File: src/rtl/seg7_scan_driver.sv
// -----------------------------------------------------------------------------
// seg7_scan_driver
//
// Time-multiplexes a 32-bit hex word or a 64-bit ASCII word onto an 8-digit
// common-anode 7-segment panel. The panel is scanned one digit per slot of
// SCAN_DIV clock cycles, so a full frame lasts 8*SCAN_DIV cycles. All inputs
// are copied into shadow registers once per frame, at the first cycle of
// digit 0. The displayed frame therefore never mixes old and new data.
// Each slot begins with BLANK_CYCLES cycles where every anode is off. Segment
// changes happen inside that window, so they never show as ghosting on the
// neighbouring digit.
//
// Parameters
//   SCAN_DIV      clk cycles per digit slot (>= 4)
//   BLANK_CYCLES  all-anodes-off cycles at the start of each slot
//                 (1 .. SCAN_DIV-2)
//
// Ports
//   clk         in   1   system clock
//   rst         in   1   asynchronous, active-high reset
//   hex_data    in   32  hex word; digit i shows nibble [4i+3:4i]
//   ascii_data  in   64  ASCII word; digit i shows byte [8i+7:8i]
//   ascii_mode  in   1   1 = ASCII glyphs, 0 = hex glyphs
//   dp_mask     in   8   decimal point enable per digit (hex mode only)
//   an          out  8   anode enables, active-low; an[0] = rightmost digit
//   seg         out  7   segments {g,f,e,d,c,b,a}, active-low
//   dp          out  1   decimal point, active-low
//   frame_sync  out  1   one-cycle pulse following each capture cycle
// -----------------------------------------------------------------------------
module seg7_scan_driver #(
  parameter int unsigned SCAN_DIV     = 100000,
  parameter int unsigned BLANK_CYCLES = 16
) (
  input  logic        clk,
  input  logic        rst,
  input  logic [31:0] hex_data,
  input  logic [63:0] ascii_data,
  input  logic        ascii_mode,
  input  logic [7:0]  dp_mask,
  output logic [7:0]  an,
  output logic [6:0]  seg,
  output logic        dp,
  output logic        frame_sync
);

  localparam int unsigned CW = $clog2(SCAN_DIV);
  localparam logic [CW-1:0] CNT_MAX = CW'(SCAN_DIV - 1);
  localparam logic [CW-1:0] BLANK   = CW'(BLANK_CYCLES);

  // Hex font, active-low {g,f,e,d,c,b,a}.
  function automatic logic [6:0] hex_glyph(input logic [3:0] n);
    logic [6:0] g;
    g = 7'h7F;
    case (n)
      4'h0: g = 7'h40;
      4'h1: g = 7'h79;
      4'h2: g = 7'h24;
      4'h3: g = 7'h30;
      4'h4: g = 7'h19;
      4'h5: g = 7'h12;
      4'h6: g = 7'h02;
      4'h7: g = 7'h78;
      4'h8: g = 7'h00;
      4'h9: g = 7'h10;
      4'hA: g = 7'h08;
      4'hB: g = 7'h03;
      4'hC: g = 7'h46;
      4'hD: g = 7'h21;
      4'hE: g = 7'h06;
      4'hF: g = 7'h0E;
      default: g = 7'h7F;
    endcase
    return g;
  endfunction

  // ASCII font. Lowercase letters are folded onto uppercase first. Any code
  // without a glyph shows as a blank digit.
  function automatic logic [6:0] ascii_glyph(input logic [7:0] c);
    logic [7:0] u;
    logic [6:0] g;
    u = ((c >= 8'h61) && (c <= 8'h7A)) ? (c - 8'h20) : c;
    g = 7'h7F;
    case (u) inside
      [8'h30:8'h39]: g = hex_glyph(u[3:0]);          // '0'..'9'
      [8'h41:8'h46]: g = hex_glyph(u[3:0] + 4'd9);   // 'A'..'F'
      8'h48:         g = 7'h09;                      // H
      8'h4C:         g = 7'h47;                      // L
      8'h4F:         g = 7'h40;                      // O
      8'h50:         g = 7'h0C;                      // P
      8'h55:         g = 7'h41;                      // U
      8'h4E:         g = 7'h2B;                      // N
      8'h52:         g = 7'h2F;                      // R
      8'h54:         g = 7'h07;                      // T
      8'h59:         g = 7'h11;                      // Y
      8'h20:         g = 7'h7F;                      // space
      8'h2D:         g = 7'h3F;                      // '-'
      8'h5F:         g = 7'h77;                      // '_'
      default:       g = 7'h7F;
    endcase
    return g;
  endfunction

  logic [CW-1:0] cnt;
  logic [2:0]    idx;
  logic [31:0]   hex_shadow;
  logic [63:0]   ascii_shadow;
  logic          mode_shadow;
  logic [7:0]    dp_shadow;

  logic        capture;
  logic [31:0] cur_hex;
  logic [63:0] cur_ascii;
  logic        cur_mode;
  logic [7:0]  cur_dp;
  logic [3:0]  nibble;
  logic [7:0]  ch;
  logic [7:0]  an_next;
  logic [6:0]  seg_next;
  logic        dp_next;

  assign capture = (cnt == '0) && (idx == 3'd0);

  // On the capture cycle the decode reads the incoming words directly.
  // Digit 0 then shows the new frame from its first, still-blanked cycle, so
  // the segment change never coincides with the anode turning on.
  always_comb begin
    // NOTE: every always_comb output gets a default first; a path that leaves a
    // variable unassigned would infer a latch.
    cur_hex   = hex_shadow;
    cur_ascii = ascii_shadow;
    cur_mode  = mode_shadow;
    cur_dp    = dp_shadow;
    if (capture) begin
      cur_hex   = hex_data;
      cur_ascii = ascii_data;
      cur_mode  = ascii_mode;
      cur_dp    = dp_mask;
    end

    nibble   = cur_hex[{idx, 2'b00} +: 4];
    ch       = cur_ascii[{idx, 3'b000} +: 8];
    seg_next = cur_mode ? ascii_glyph(ch) : hex_glyph(nibble);
    dp_next  = cur_mode | ~cur_dp[idx];

    an_next = 8'hFF;
    if (cnt >= BLANK) an_next[idx] = 1'b0;
  end

  // Scan position and the per-frame shadow copy of the inputs.
  always_ff @(posedge clk or posedge rst) begin
    if (rst) begin
      cnt          <= '0;
      idx          <= 3'd0;
      // NOTE: the shadow registers are few flops rather than a memory array,
      // so they are reset like the rest of the state.
      hex_shadow   <= '0;
      ascii_shadow <= '0;
      mode_shadow  <= 1'b0;
      dp_shadow    <= '0;
    end else begin
      // NOTE: sequential state uses non-blocking assignments so that every
      // flop samples its inputs from before the clock edge.
      if (cnt == CNT_MAX) begin
        cnt <= '0;
        idx <= idx + 3'd1;
      end else begin
        cnt <= cnt + 1'b1;
      end

      if (capture) begin
        hex_shadow   <= hex_data;
        ascii_shadow <= ascii_data;
        mode_shadow  <= ascii_mode;
        dp_shadow    <= dp_mask;
      end
    end
  end

  // Registered pin drivers. They reflect the scan position one cycle late.
  always_ff @(posedge clk or posedge rst) begin
    if (rst) begin
      an         <= 8'hFF;
      seg        <= 7'h7F;
      dp         <= 1'b1;
      frame_sync <= 1'b0;
    end else begin
      an         <= an_next;
      seg        <= seg_next;
      dp         <= dp_next;
      frame_sync <= capture;
    end
  end

endmodule

File: config.mk
export PLATFORM = sky130hd
export DESIGN_NAME = seg7_scan_driver
export DESIGN_NICKNAME = d
export VERILOG_FILES = /design/src/rtl/seg7_scan_driver.sv
export SDC_FILE = /design/constraint.sdc
export NUM_CORES = 1
export LEC_CHECK = 0
export ABC_AREA = 1
export CAP_MARGIN = 15
export CORE_MARGIN = 2
export CORE_UTILIZATION = 34
export CTS_CLUSTER_SIZE = 40
export DETAILED_ROUTE_END_ITERATION = 8
export GPL_ROUTABILITY_DRIVEN = 0
export GPL_TIMING_DRIVEN = 0
export PLACE_DENSITY = 0.54
export REMOVE_ABC_BUFFERS = 1
export SETUP_SLACK_MARGIN = 0.3
export SKIP_CTS_REPAIR_TIMING = 1
export SYNTH_ARGS = -nofsm -noshare
export SYNTH_HDL_FRONTEND = slang
export SYNTH_SLANG_ARGS = --single-unit
File: constraint.sdc
create_clock -name clk -period 6.83 [get_ports clk]
set_input_delay 2.049 -clock clk [delete_from_list [all_inputs] [get_ports clk]]
set_output_delay 2.049 -clock clk [all_outputs]
set_load 0.02 [all_outputs]
==> results_dict.tcl <==
set metrics [dict create \
    antenna_found_initial 0 \
    slew_violations 0 \
    syn_area_per_cell_sq_um 7.69 \
    core_sq_um 24100 \
    final_cell_mix "nand2_1 (358), dfrtp_1 (125), inv_1 (124)" \
    crit_buf_inv 8 \
    timing.rr.start "idx[0]" \
    drt-initial-drc-count 440 \
    clock_sinks 142 \
    die_x_microns 160 \
    synth_cell_types 57 \
    synth-seq-cells 142 \
    dieHeight_microns 160 \
    p_per_area_nw_per_um2 192 \
    synth_flop_cell "dfrtp_1" \
    remaining_drc_errors 0 \
    fillers 2532 \
    leakage_nw 4.99 \
    critPathRequiredTime_ns 7.20 \
    rsz0062_at_grt "no" \
    clk_pin_slew_ns 0.06 \
    critical_path_class "register to register" \
    fmax_ghz 0.167 \
    nNetsFinal 1311 \
    yosys-top-cells-area "dfrtp_1 (38%), nand2_1 (16%), inv_1 (5.7%)" \
    startpoint_type "register" \
    routed_via_density 4.73 \
    worstPathArrival_ns 6.36 \
    cpMostUsedCell "nand2_1" \
    hp-class "register to register" \
    vias 7195 \
    placed_cell_area_sq_um 9780 \
    setup-violations-final 0 \
    grt_pass1_wl_mm 36.6 \
    layout.cells.non_filler 1522 \
    relSlewSlack 0.372 \
    cap_violations 0 \
    hp-start "ascii_shadow[26]" \
    htree_levels 4 \
    initial_core_util 0.344 \
    portBuffers 123 \
    drive_above_1_share 0.109 \
    grt_overflow 0 \
    slowest_stage "dfrtp_2" \
    clk_latency_ns 0.43 \
    setup.worst_path.start "idx[0]" \
    num_antenna_cells 0 \
    endpoint_kind "register" \
    cts_made_buffers 17 \
    synth_warnings 0 \
    ys_seq_area_frac 0.431 \
    cpLargestDelayFamily "simple AND/OR/NAND/NOR gates" \
    grt_start_max_net_pins 81 \
    r2r_slack_ns 0.84 \
    synth-edff-count 0 \
    ir_drop_uv 124 \
    area_growth_pct 25.0 \
    critPathMaxStageDelay_ns 0.70 \
    netlist_area_sq_um 8290 \
    routed_wirelength_mm 22.7 \
    critPathMaxFanout 42 \
    drt-pass1-iter-count 5 \
    postSynthCellCount 1078 \
    dp.cells 1488 \
    wl_per_cell_microns 14.9 \
    die-area_sq_um 25600 \
    ant_nets 0 \
    yosys.area.top_type "dfrtp_1" \
    final_area_sq_um 10400 \
    cts_tree "done" \
    track_usage 0.181 \
    num_rows 57 \
    async_flop_share 1.00 \
    dp_hpwl_mm 15.4 \
    hold_viol 0 \
    cts-root-buf "clkbuf_16" \
    grt_pass1_vias 6959 \
    finClkSkew_ns 0.00956 \
    layout_commonest_cell "nand2_1" \
    power_mw 1.99 \
    status "finished clean" \
    min_period_ns 5.99 \
    fin_crit_sh 0.878 \
    clockBufferDepth 2 \
    yosys.area.top_type_share 0.380 \
    ios 124 \
    tightest_slew_ns 0.942 \
]
-- registers in the layout, indices dropped and copies added (netlist names) --
signal,count
dp_shadow,8
cnt,17
hex_shadow,32
dp,1
mode_shadow,1
frame_sync,1
an,8
ascii_shadow,64
idx,3
seg,7
-- final cells by class --
cell class | instances | area [sq um] | area share
inverters | 138 | 529 | 0.0511
multi-input cells | 754 | 3900 | 0.376
flip-flops and latches | 142 | 3570 | 0.345
clock buffers | 17 | 425 | 0.0410
clock inverters | 15 | 126 | 0.0122
repair buffers | 132 | 1410 | 0.136
well taps | 324 | 405 | 0.0391
-- power breakdown --
| group | switching, mW | internal [mW] | total [mW] |
|---|---|---|---|
| logic | 0.119 | 0.105 | 0.224 |
| registers | 0.00889 | 0.879 | 0.888 |
| clock network | 0.405 | 0.476 | 0.880 |
-- cells in the mapped netlist, types with 3 or more instances --
master	instances
a211oi_1	4
a21oi_1	12
a22o_1	4
and2_1	10
buf_1	6
buf_2	9
buf_4	4
buf_6	9
clkbuf_1	10
clkbuf_8	4
clkinv_1	3
dfrtp_1	126
dfstp_2	16
ha_1	19
inv_1	126
inv_2	8
nand2_1	358
nand2_2	14
nand2_4	6
nand3_1	90
nand3_2	4
nand4_1	34
nor2_1	63
nor2_2	8
nor2_4	8
nor3_1	9
o211ai_1	30
o21a_1	4
o21ai_0	30
o21ai_1	7
o221ai_1	3
o22ai_1	5
xor2_1	4
-- per-stage QoR --
step / setup WS, ns / hold slack (ns) / TNS (ns) / utilization
after detailed placement: 0.129 / 0.453 / 0 / 0.406
after floorplan: 0.713 / 0.432 / 0 / -
after global routing: 0.335 / 0.481 / 0 / 0.430
after global placement: -2.70 / 0.448 / -191.16 / 0.398
after CTS: 0.107 / 0.470 / 0 / 0.429
final: 0.835 / 0.464 / 0 / 0.430
-- worst paths after layout --
kind / end / depth (start not counted)
max in group asynchronous: seg[0] / 3
min reg2reg: ascii_shadow[26] / 2
min in group asynchronous: ascii_shadow[53] / 2
min: ascii_shadow[26] / 2
max reg2reg: seg[2] / 29
max: seg[2] / 29
-- worst reg2reg max path: cells and delay by family (launching register included) --
kind / cells / cell delay, ns
buf+inv: 8 / 1.98
simple gates: 17 / 2.22
fa+ha+maj: 2 / 0.67
compound gates: 2 / 0.37
flops: 1 / 0.70
-- cells by family after synthesis --
kind of cell             count (synthesis)  synth area share
AND/OR/NAND/NOR                        617             0.343
buffers and inverters                  183             0.102
flip-flops                             142             0.431
AO/OA/AOI/OAI                          113            0.0901
adder cells (fa/ha/maj)                 19            0.0287
XOR/XNOR                                 4           0.00423
-- metal layers --
layer / global-route usage / vias to the layer above / part of all wire
met1: 0.255 / 3299 / 0.50
li1: - / 3689 / -
met3: 0.0338 / 19 / 0.040
met5: 0 / - / 0
met4: 0.0450 / 0 / 0.011
met2: 0.288 / 188 / 0.45
(Power assumes the default switching activity.)
